## src/rtl/nes_pad_pkg.sv

```systemverilog
// Shared state type, pad width and button bit positions for nes_pad_reader.
// Defining SNES_PAD_EN switches the reader to a 16-bit SNES pad.
package nes_pad_pkg;

    typedef enum logic [2:0] {
        IDLE  = 3'd0,
        LATCH = 3'd1,
        LOW   = 3'd2,
        HIGH  = 3'd3,
        DONE  = 3'd4
    } state_t;

`ifdef SNES_PAD_EN
    localparam int NBITS     = 16;
    localparam int BTN_B     = 0;
    localparam int BTN_Y     = 1;
    localparam int BTN_A     = 8;
    localparam int BTN_X     = 9;
    localparam int BTN_L     = 10;
    localparam int BTN_R     = 11;
`else
    localparam int NBITS     = 8;
    localparam int BTN_A     = 0;
    localparam int BTN_B     = 1;
`endif
    localparam int BTN_SELECT = 2;
    localparam int BTN_START  = 3;
    localparam int BTN_UP     = 4;
    localparam int BTN_DOWN   = 5;
    localparam int BTN_LEFT   = 6;
    localparam int BTN_RIGHT  = 7;

    // A floating port must never report phantom presses.
    function automatic logic [NBITS-1:0] gate_joy(input logic [NBITS-1:0] bits,
                                                  input logic present);
        return present ? bits : {NBITS{1'b0}};
    endfunction

endpackage

```

## src/rtl/pad_sync.sv

```systemverilog
// Two-flop synchronizer for the asynchronous pad data line; idles high
// like the pulled-up line it watches.
module pad_sync (
    input  logic clk,
    input  logic reset_n,
    input  logic d,
    output logic q
);

    logic meta_r;

    // Two-stage capture of the pad line
    always_ff @(posedge clk) begin
        if (!reset_n) begin
            meta_r <= 1'b1;
            q      <= 1'b1;
        end else begin
            meta_r <= d;
            q      <= meta_r;
        end
    end

endmodule

```

## src/rtl/nes_pad_reader.sv

```systemverilog
// Console side of the NES/SNES pad protocol: latches, clocks and samples the pad
// and reports buttons plus presence. SNES_PAD_EN selects the 16-bit SNES pad.
module nes_pad_reader
    import nes_pad_pkg::*;
#(
    parameter int HALF_CYC = 129,
    parameter int POLL_CYC = 357955
) (
    input  logic             clk,
    input  logic             reset_n,
    input  logic             en,
    input  logic             pad_data,
    output logic             pad_latch,
    output logic             pad_clk,
    output logic [NBITS-1:0] joy,
    output logic             present,
    output logic             valid
);

    localparam int PHW = $clog2(2 * HALF_CYC);
    localparam int POW = $clog2(POLL_CYC);
    localparam int BW  = $clog2(NBITS);

    localparam logic [PHW-1:0] LATCH_LAST = PHW'(2 * HALF_CYC - 1);
    localparam logic [PHW-1:0] HALF_LAST  = PHW'(HALF_CYC - 1);
    localparam logic [POW-1:0] POLL_LAST  = POW'(POLL_CYC - 1);
    localparam logic [BW-1:0]  BIT_LAST   = BW'(NBITS - 1);

    state_t           state_r;
    logic [PHW-1:0]   phase_r;
    logic [BW-1:0]    bit_r;
    logic [POW-1:0]   poll_r;
    logic [NBITS-1:0] shift_r;
    logic             sync_q_s;
    logic             sample_s;

    pad_sync u_sync (
        .clk     (clk),
        .reset_n (reset_n),
        .d       (pad_data),
        .q       (sync_q_s)
    );

    // Line low means pressed; the extra final sample low means a pad is present.
    assign sample_s = ~sync_q_s;

    // Free-running poll counter; only IDLE looks at it
    always_ff @(posedge clk) begin
        if (!reset_n) begin
            poll_r <= {POW{1'b0}};
        end else if (poll_r == POLL_LAST) begin
            poll_r <= {POW{1'b0}};
        end else begin
            poll_r <= poll_r + POW'(1);
        end
    end

    // Scan sequencer with registered pad pins and result outputs
    always_ff @(posedge clk) begin
        if (!reset_n) begin
            state_r   <= IDLE;
            phase_r   <= {PHW{1'b0}};
            bit_r     <= {BW{1'b0}};
            shift_r   <= {NBITS{1'b0}};
            pad_latch <= 1'b0;
            pad_clk   <= 1'b1;
            joy       <= {NBITS{1'b0}};
            present   <= 1'b0;
            valid     <= 1'b0;
        end else begin
            valid <= 1'b0;
            case (state_r)
                IDLE: begin
                    if (poll_r == {POW{1'b0}} && en) begin
                        state_r   <= LATCH;
                        phase_r   <= {PHW{1'b0}};
                        bit_r     <= {BW{1'b0}};
                        pad_latch <= 1'b1;
                    end
                end
                LATCH: begin
                    if (phase_r == LATCH_LAST) begin
                        shift_r   <= {sample_s, shift_r[NBITS-1:1]};
                        phase_r   <= {PHW{1'b0}};
                        pad_latch <= 1'b0;
                        pad_clk   <= 1'b0;
                        state_r   <= LOW;
                    end else begin
                        phase_r <= phase_r + PHW'(1);
                    end
                end
                LOW: begin
                    if (phase_r == HALF_LAST) begin
                        phase_r <= {PHW{1'b0}};
                        pad_clk <= 1'b1;
                        state_r <= HIGH;
                    end else begin
                        phase_r <= phase_r + PHW'(1);
                    end
                end
                HIGH: begin
                    if (phase_r == HALF_LAST) begin
                        phase_r <= {PHW{1'b0}};
                        if (bit_r == BIT_LAST) begin
                            // Last sample is the presence bit, not a button.
                            present <= sample_s;
                            joy     <= gate_joy(shift_r, sample_s);
                            valid   <= 1'b1;
                            state_r <= DONE;
                        end else begin
                            shift_r <= {sample_s, shift_r[NBITS-1:1]};
                            bit_r   <= bit_r + BW'(1);
                            pad_clk <= 1'b0;
                            state_r <= LOW;
                        end
                    end else begin
                        phase_r <= phase_r + PHW'(1);
                    end
                end
                DONE: begin
                    state_r <= IDLE;
                end
                default: begin
                    state_r   <= IDLE;
                    pad_latch <= 1'b0;
                    pad_clk   <= 1'b1;
                end
            endcase
        end
    end

endmodule
```

## config.mk

```make
export PLATFORM = sky130hd
export DESIGN_NAME = nes_pad_reader
export DESIGN_NICKNAME = d
export VERILOG_FILES = /design/src/rtl/nes_pad_pkg.sv /design/src/rtl/pad_sync.sv /design/src/rtl/nes_pad_reader.sv
export SDC_FILE = /design/constraint.sdc
export NUM_CORES = 1
export LEC_CHECK = 0
export CORE_UTILIZATION = 60
export CTS_BUF_LIST = sky130_fd_sc_hd__clkbuf_2 sky130_fd_sc_hd__clkbuf_4 sky130_fd_sc_hd__clkbuf_8
export DETAILED_ROUTE_END_ITERATION = 10
export GPL_ROUTABILITY_DRIVEN = 0
export PLACE_DENSITY = 0.78
export RECOVER_POWER = 25
export SLEW_MARGIN = 20
export SYNTH_ARGS = -nofsm -noshare
export SYNTH_HDL_FRONTEND = slang
export SYNTH_HIERARCHICAL = 1
export SYNTH_SLANG_ARGS = --single-unit
```

## constraint.sdc

```tcl
create_clock -name clk -period 2.35 [get_ports clk]
set_input_delay 0.705 -clock clk [delete_from_list [all_inputs] [get_ports clk]]
set_output_delay 0.705 -clock clk [all_outputs]
set_load 0.1 [all_outputs]
```

==> qor.txt, run 1 <==
Max-Cap Viols: 0
Setup violations, final: 0
Power Density: 587 mW/mm2
Reg clk slew, reported paths: 0.10 ns
Final nets: 352
Ys async rst share: 0%
Synth top area share: 41.0%
Site row count: 24
Worst setup path class: flop to flop
EDFF count, synth: 0
Wire length per cell: 14.0 um
Worst VDD drop: 0.000357 V
Area of the core: 0.00435 mm2
Area growth syn-to-layout: 10.2%
Syn Inst Count: 322
Worst EP arrival: 2.26 ns
Post-DP HPWL: 3910 um
Hold Buf Count CTS: 0
Dominant cells by area after synthesis: dfxtp_1 (41%), a21oi_1 (5.1%), nand3_1 (4.4%), nand2_1 (4.4%), o21ai_0 (3.8%)
Vias in the first global route: 2243
Post-cts resize count: 0
Yosys Warn Count: 6
H-Tree Depth: 2
Post-CTS setup buffers: 0
Seq/Total Area, Yosys: 41.0%
Critical path startpoint category: flop
Via/cell ratio: 6.01
Synth area leader: dfxtp_1
Clock Latency Late Sink: 0.31 ns
Class of the worst hold path: flop to flop
PortBufs: 15
Layout cells sized above 1: 13.5%
Total GRT Usage: 24.3%
Fin. max-slew vios: 0
Leak pwr: 0.00105 uW
Main flop type after synthesis: dfxtp_1
Post-synth cell types: 52
Clock Sink Count: 56
Initial Util: 62.8%
Die area: 0.00483 mm2
Worst-path maximum fanout: 7
Net Count, Synth: 334
Fmax: 479 MHz
CTS tree: done
RSZ-0062 raised after global routing: no
I/O pin total: 16
Placed cell areas: 0.00293 mm2
DRT Pass-1 Iters: 4
Largest net degree at the start of global routing: 20
Power after layout: 1770 uW
Root buf cell: clkbuf_8
Cell Area, Synth: 0.00273 mm2
Fillers: 359
Clk_skew: 0.00626 ns
Initial antenna violation count: 0
Worst slew pin tran: 0.984 ns
Vias: 2361
Critical Path Sink Type: flop
Hold Slack: 0.428 ns
GRT overflow: 0
Yosys reg bits: 56
DRC errors left: 0
Max transition margin: 34.2%
Diodes inserted: 0
Initial DRC count: 173
Final instance area: 0.00301 mm2
Setup TNS: 0 ns
Final Hold Fails: 0
Final WS setup: 0.262 ns
Final period demand of the worst path: 2.09 ns
Mean Syn Cell Area: 8.49 um2
Status: finished, final reports clean
CTS Buffer Depth: 2
Worst EP required: 2.52 ns
Final wirelength: 5510 um
Dpl ws: 0.134 ns
Die width: 69.5 um
Final period utilization: 88.9%
Die Span Y: 69.5 um
First-pass GRT wire length: 9840 um
Num CTS Buffers: 5
Post-route ant nets: 0
[where the power goes]
group	internal, uW	switching [uW]	leakage, uW
registers	961	15.6	0.000453
logic	47.6	98.9	0.000541
clock network	323	320	0.0000600
total	1330	435	0.00105
[through the flow]
step           utilization [%]  cells
5_1_grt                   69.1    393
6_report                  69.1    393
4_1_cts                   70.0    393
3_3_place_gp              67.4    385
3_5_place_dp              67.4    385
2_1_floorplan                -    322
[final timing paths]
check / slack [ns] / from / cells past startpoint / end
min: 0.43 / u_sync/meta_r / 1 / u_sync/q
max reg2reg: 0.26 / phase_r[0] / 5 / phase_r[8]
max: 0.26 / phase_r[0] / 5 / phase_r[8]
min reg2reg: 0.43 / u_sync/meta_r / 1 / u_sync/q
[cell families (layout without fill, tap and decap cells)]
| logic type | after synthesis | count (layout) | share of synthesized area, % |
|---|---|---|---|
| AOI/OAI and AO/OA | 73 | 73 | 17.2 |
| xor gates and xnor gates | 11 | 11 | 3.53 |
| adders and majority gates | 8 | 8 | 3.66 |
| buffers and inverters | 25 | 44 | 3.71 |
| DFF | 56 | 56 | 41.0 |
| muxes | 3 | 3 | 1.10 |
| and+or+nand+nor | 146 | 146 | 29.8 |
[registers in the layout, indices dropped and copies added (netlist names), 3 cells and up]
register  flops
bit_r         3
poll_r       19
phase_r       9
state_r       3
joy           8
shift_r       8
[critical path, cell delays in order (launching register included)]
cell	delay [ns]
dfxtp_1	0.46
ha_1	0.21
nor4b_1	0.40
a21oi_1	0.27
nor2_1	0.43
o221ai_1	0.18
[final cells by class]
cell class / count / area [um2] / area share, %
inverter: 11 / 41.3 / 1.37
clock inverter: 3 / 46.3 / 1.54
timing repair buffer: 25 / 158 / 5.24
clock buffer: 5 / 68.8 / 2.29
tap: 52 / 65.1 / 2.16
multi-input combinational: 241 / 1510 / 50.2
sequential: 56 / 1120 / 37.2
[per-layer routing]
metal	up-vias	part of all wire (%)	GRT usage, %
met4	0	0.96	7.94
met1	1113	46	31.0
met3	6	2.6	3.78
li1	1210	-	-
met2	32	51	42.1
met5	-	0	0
[placed cells by master, fill, tap and decap left out, types with 3 or more instances in the layout]
cell type and n:
dfxtp_1 56, nand2_1 32, a21oi_1 28, nand3_1 24, nor2_1 22, o21ai_0 21
clkbuf_2 12, inv_1 11, or3b_2 9, nor3_1 9, xnor2_1 9, ha_1 8
buf_4 8, or3_1 7, nand2b_1 6, nor4_1 6, o221ai_1 6, clkbuf_8 5
nor2b_1 4, and3_1 4, nand4_1 4, nor4b_1 3, or2_2 3, mux2i_1 3
[cells in the mapped netlist (2+ instances only)]
| cell type | number |
|---|---|
| o21ai_0 | 21 |
| clkbuf_1 | 9 |
| inv_1 | 11 |
| o221ai_1 | 6 |
| a21oi_1 | 28 |
| nor3_1 | 9 |
| nand3_1 | 24 |
| mux2i_1 | 3 |
| nor2_1 | 22 |
| xnor2_1 | 9 |
| nor4b_1 | 3 |
| nor2b_1 | 4 |
| o21bai_1 | 2 |
| buf_2 | 3 |
| xor2_1 | 2 |
| ha_1 | 8 |
| nand2_1 | 32 |
| or3b_2 | 9 |
| or4_1 | 2 |
| nand4_1 | 4 |
| or3_1 | 7 |
| and2_1 | 2 |
| o31ai_1 | 2 |
| nor4_1 | 6 |
| dfxtp_1 | 56 |
| and3_1 | 4 |
| nand2b_1 | 6 |
| or2_2 | 3 |
| o211ai_1 | 2 |
No activity file was read; power rests on OpenSTA's default activity.
==> run 2: changes to the inputs <==
- CORE_UTILIZATION: 60 -> 40
- PLACE_DENSITY: 0.78 -> 0.55
==> run 2 against run 1 <==
Final cell count increased by 6.9%. Clock skew increased by 0.00053 ns. Power decreased by 5.6%. Clock power decreased by 16%. Sequential power about the same. Core utilization decreased by 22 points. Non-clock buffer count increased by 2. Worst hold slack improved by 0.028 ns. Clock-buffer cell count unchanged. Sequential share of layout area decreased by 0.29 points. Combinational power about the same. Critical path type is now primary input to flop.
==> qor.txt, run 2 (synthesis gave the netlist of run 1 again) <==
Status: finished, final reports clean
Via/cell ratio: 5.51 (-8.3%)
Critical path startpoint category: primary input
Clock Sink Count: 56 (unchanged)
Post-CTS setup buffers: 0 (unchanged)
Clk_skew: 0.00679 ns (+0.000535 ns)
Largest register FFs: 19 (unchanged)
Layout cells sized above 1: 14.0% (+0.50 points)
Largest regs: poll_r (19), phase_r (9)
Reg-to-Reg End: phase_r[6]
Worst EP required: 2.53 ns (about the same)
Setup TNS: 0 ns (unchanged)
R2R Setup Slk: 0.37 ns (+0.11 ns)
Post-DP HPWL: 4100 um (+4.7%)
RSZ-0062 raised after global routing: no
Max transition margin: 31.5% (-2.7 points)
Max-Cap Viols: 0 (unchanged)
Leading cell type in the layout, fill and taps excluded: dfxtp_1
Worst-path maximum fanout: 18 (+11)
Wire length per cell: 13.8 um (-1.3%)
GRT overflow: 0 (unchanged)
Class of the worst hold path: flop to flop
DRT Pass-1 Iters: 6 (+2)
Final period demand of the worst path: 2.04 ns (-0.0433 ns)
First-pass GRT wire length: 10200 um (+3.3%)
Power Density: 550 mW/mm2 (-6.3%)
Initial antenna violation count: 0 (unchanged)
Final cell count without fillers: 420 (+6.9%)
Final period utilization: 87.0% (-1.8 points)
Initial Util: 42.3% (-20 points)
Root buf cell: clkbuf_8
# placed instances: 412 (+7.0%)
Hold path endpoint: joy[0]
Fillers: 687 (+91%)
Final Hold Fails: 0 (unchanged)
Diodes inserted: 0 (unchanged)
Critical Path Sink Type: flop
Dpl ws: 0.198 ns (+0.0637 ns)
DRC errors left: 0 (unchanged)
Reg clk slew, reported paths: 0.11 ns (about the same)
Multi-input gate area in the final layout: 0.00151 mm2 (unchanged)
Final core occ: 47.0% (-22 points)
Worst reg2reg path depth: 8 (+3)
Clock Latency Late Sink: 0.31 ns (about the same)
Final instance area: 0.00303 mm2 (+0.79%)
Die area: 0.00717 mm2 (+48%)
Area of the core: 0.00646 mm2 (+48%)
Total GRT Usage: 17.3% (-7.1 points)
Largest reg by FF count: poll_r
Leak pwr: 0.00104 uW (-0.95%)
Vias: 2315 (-1.9%)
Site row count: 29 (+21%)
Final wirelength: 5810 um (+5.5%)
Post-route ant nets: 0 (unchanged)
Vias in the first global route: 2184 (-2.6%)
Worst VDD drop: 0.000318 V (-11%)
Worst slew pin tran: 1.02 ns (+0.0398 ns)
CTS tree: done
Placed cell areas: 0.00298 mm2 (+1.6%)
Reg-to-Reg Start: phase_r[0]
Fin. max-slew vios: 0 (unchanged)
Final nets: 354 (+0.57%)
Setup violations, final: 0 (unchanged)
Seq. cell area: 0.00112 mm2 (unchanged)
Initial DRC count: 69 (-60%)
Die Span Y: 84.7 um (+22%)
Hold path depth: 2 (+1)
Final WS setup: 0.305 ns (+0.0433 ns)
I/O pin total: 16 (unchanged)
Largest net degree at the start of global routing: 20 (unchanged)
Area growth syn-to-layout: 11.0%
Worst setup path class: primary input to flop
Worst EP arrival: 2.23 ns (-0.03 ns)
Die width: 84.7 um (+22%)
Num CTS Buffers: 5 (unchanged)
CTS Buffer Depth: 2 (unchanged)
Fmax: 489 MHz (+2.1%)
H-Tree Depth: 2 (unchanged)
Commonest non-fill, non-tap cells in the layout: dfxtp_1 (56), nand2_1 (32), a21oi_1 (28)
PortBufs: 15 (unchanged)
Worst Min Path Start: joy[0]
-- run 2: cell types whose count changed in the layout (fill, tap and decap cells not counted) --
cell / previous run / this run
clkinv_4: 0 / 1
bufinv_16: 1 / 0
clkinvlp_4: 0 / 2
clkinv_2: 1 / 0
inv_8: 1 / 0
buf_4: 8 / 10
-- run 2: per-stage QoR --
stage,hold slack (ns),total power (uW)
after floorplan,0.386,1100
after global placement,0.439,1150
after detailed placement,0.442,1150
after CTS,0.459,1710
after global routing,0.479,1750
final,0.456,1670
-- run 2: critical path, cell delays in order --
cell and delay, ns:
dlygate4sd3_1 0.58, inv_1 0.21, clkbuf_1 0.63, nor2_1 0.10
-- run 2: worst max path at each step --
| stage | startpoint | depth (start not counted) | endpoint | slack (ns) |
|---|---|---|---|---|
| finish | reset_n | 4 | valid | 0.31 |
| global route | phase_r[0] | 5 | pad_clk | 0.11 |
| CTS | poll_r[7] | 4 | poll_r[11] | 0.22 |
| global placement | en | 6 | bit_r[0] | 0.21 |
| detailed placement | en | 6 | bit_r[1] | 0.20 |
| floorplan | poll_r[7] | 5 | poll_r[10] | 0.59 |
-- run 2: cell type report --
| class | instances | share of cell area, % |
|---|---|---|
| clock buffer | 5 | 2.27 |
| clock inverter | 3 | 0.784 |
| inverter | 11 | 1.36 |
| multi-input combinational | 241 | 49.8 |
| sequential | 56 | 36.9 |
| tap | 77 | 3.18 |
| timing repair buffer | 27 | 5.69 |
-- run 2: timing repair --
item,4_1_cts,5_1_grt
gates resized for setup,0,0
endpoints found under the setup margin,0,3
hold endpoints to repair,0,0
hold buffers,0,0
-- run 2: where the power goes --
| part | total, uW | leakage [uW] | switching, uW | internal, uW |
|---|---|---|---|---|
| logic | 149 | 0.000551 | 99.0 | 50.0 |
| registers | 976 | 0.000453 | 15.2 | 961 |
| clock network | 543 | 0.0000404 | 331 | 212 |
-- run 2: per-layer routing --
metal	up-vias	global-route usage, %	wire (um)
li1	1203	-	-
met1	1094	23.1	3040
met2	16	28.9	2620
met3	2	3.24	120
met4	0	4.16	29
met5	-	0	0
==> run 3: changes to the inputs <==
- CORE_MARGIN: not set -> 5
==> run 3 against run 2 <==
Core utilization fell by 1.8 points. Clock-buffer cell count unchanged. Routed wire length shrank 1.2%. Worst hold slack worse by 0.047 ns. Sequential power hardly changed. Critical path type unchanged.
==> qor.txt, run 3 (synthesis gave the netlist of run 1 again) <==
Reg clk slew, reported paths: 0.10 ns (about the same)
Worst setup path class: primary input to flop
Root buf cell: clkbuf_8
Largest reg by FF count: poll_r
Worst EP arrival: 2.33 ns (+0.10 ns)
Die width: 92.7 um (+9.5%)
Largest regs: poll_r (19), phase_r (9)
Worst Min Path Start: u_sync/meta_r
Worst path bufs/invs: 3 (unchanged)
Area of the core: 0.00672 mm2 (+4.0%)
Reg-to-Reg End: poll_r[10]
CTS tree: done
Hold Slack: 0.408 ns (-0.0472 ns)
Worst VDD drop: 0.000290 V (-8.8%)
Total GRT Usage: 14.2% (-3.1 points)
Fmax: 460 MHz (-5.9%)
Initial DRC count: 110 (+59%)
Post-DP HPWL: 4030 um (-1.7%)
Worst-path maximum fanout: 18 (unchanged)
Worst EP required: 2.51 ns (-0.02 ns)
Clock Latency Late Sink: 0.30 ns (about the same)
Final Hold Fails: 0 (unchanged)
Worst path max stage delay: 0.66 ns (+0.03 ns)
Class of the worst hold path: flop to flop
Status: finished, final reports clean
Diodes inserted: 0 (unchanged)
R2R Setup Slk: 0.27 ns (-0.10 ns)
Worst path slowest cell: clkbuf_1
Worst reg2reg path depth: 4 (-4)
Critical Path Sink Type: flop
DRC errors left: 0 (unchanged)
Worst slew pin tran: 0.986 ns (-0.0383 ns)
Leak pwr: 0.00104 uW (-0.40%)
Hold path endpoint: u_sync/q
Die Span Y: 92.7 um (+9.5%)
Num CTS Buffers: 5 (unchanged)
PortBufs: 15 (unchanged)
Initial Util: 40.7% (-1.6 points)
Max-Cap Viols: 0 (unchanged)
Reg-to-Reg Start: poll_r[7]
DRT Pass-1 Iters: 4 (-2)
Setup violations, final: 0 (unchanged)
Post-cts resize count: 0 (unchanged)
Vias in the first global route: 2177 (-0.32%)
GRT overflow: 0 (unchanged)
Clock Sink Count: 56 (unchanged)
Final period utilization: 92.5% (+5.5 points)
Power after layout: 1720 uW (+3.4%)
Hold path depth: 1 (-1)
Final wirelength: 5740 um (-1.2%)
RSZ-0062 raised after global routing: no
Vias: 2313 (-0.086%)
Cell Chain, Critical Path: dlygate4sd3_1 -> inv_1 -> clkbuf_1 -> a21oi_1
H-Tree Depth: 2 (unchanged)
Post-route ant nets: 0 (unchanged)
Fillers: 678 (-1.3%)
Max transition margin: 34.1% (+2.6 points)
Fin. max-slew vios: 0 (unchanged)
Initial antenna violation count: 0 (unchanged)
Area growth syn-to-layout: 11.1% (about the same)
Hold Buf Count CTS: 0 (unchanged)
Leading cell type in the layout, fill and taps excluded: dfxtp_1
Commonest non-fill, non-tap cells in the layout: dfxtp_1 (56), nand2_1 (32), a21oi_1 (28)
First-pass GRT wire length: 10000 um (-1.3%)
Largest net degree at the start of global routing: 20 (unchanged)
Layout cells sized above 1: 13.2% (-0.76 points)
CTS Buffer Depth: 2 (unchanged)
Via/cell ratio: 5.51 (about the same)
Setup TNS: 0 ns (unchanged)
Final nets: 353 (-0.28%)
I/O pin total: 16 (unchanged)
Final period demand of the worst path: 2.17 ns (+0.128 ns)
Post-CTS setup buffers: 0 (unchanged)
Wire length per cell: 13.7 um (-1.2%)
Site row count: 30 (+3.4%)
Clk_skew: 0.00781 ns (+0.00102 ns)
Power Density: 568 mW/mm2 (+3.3%)
Crit path max-delay family: buffers and inverters
Die area: 0.00858 mm2 (+20%)
Largest register FFs: 19 (unchanged)
Critical path startpoint category: primary input
[run 3: cell count changes in the layout (fill, tap and decap cells not counted)]
cell and change:
buf_4 -1, clkinv_4 -1, bufinv_16 +1, clkinvlp_4 -2
[run 3: stage by stage]
step           cells  worst slack (ns)  instance area [um2]  util, %
4_1_cts          420             0.224                 3070     45.8
5_1_grt          420            0.0277                 3040     45.2
3_3_place_gp     414             0.187                 2980     44.3
6_report         420             0.177                 3040     45.2
3_5_place_dp     414             0.150                 2980     44.3
2_1_floorplan    322             0.592                 2730        -
[run 3: final cells by class]
type / count / area [um2] / share of cell area, %
clock buffers: 5 / 68.8 / 2.27
clock inverters: 1 / 30.0 / 0.989
inverters: 11 / 41.3 / 1.36
multi-input cells: 241 / 1510 / 49.7
flip-flops and latches: 56 / 1120 / 36.9
well taps: 80 / 100 / 3.30
repair buffers: 26 / 165 / 5.44
[run 3: how the worst max path moves through the flow]
stage,startpoint,end,slack [ns],cells past startpoint
2_1_floorplan,poll_r[7],poll_r[10],0.59,5
3_3_place_gp,en,bit_r[0],0.19,6
3_5_place_dp,en,bit_r[1],0.15,6
4_1_cts,poll_r[7],poll_r[10],0.22,4
5_1_grt,phase_r[0],phase_r[4],0.03,5
6_report,reset_n,joy[5],0.18,4
[run 3: report_power, final]
group | leakage, uW | total, uW | switching (uW) | internal [uW]
clock | 0.0000501 | 600 | 293 | 306
combinational | 0.000537 | 148 | 99.8 | 48.2
sequential | 0.000453 | 977 | 15.7 | 961
total | 0.00104 | 1720 | 409 | 1320
[run 3: layer usage]
layer | vias up | share of wire [%] | track usage (%)
li1 | 1208 | - | -
met1 | 1072 | 47 | 17.3
met2 | 25 | 49 | 25.1
met4 | 0 | 1.1 | 4.15
met5 | - | 0 | 0
met3 | 8 | 2.8 | 2.68
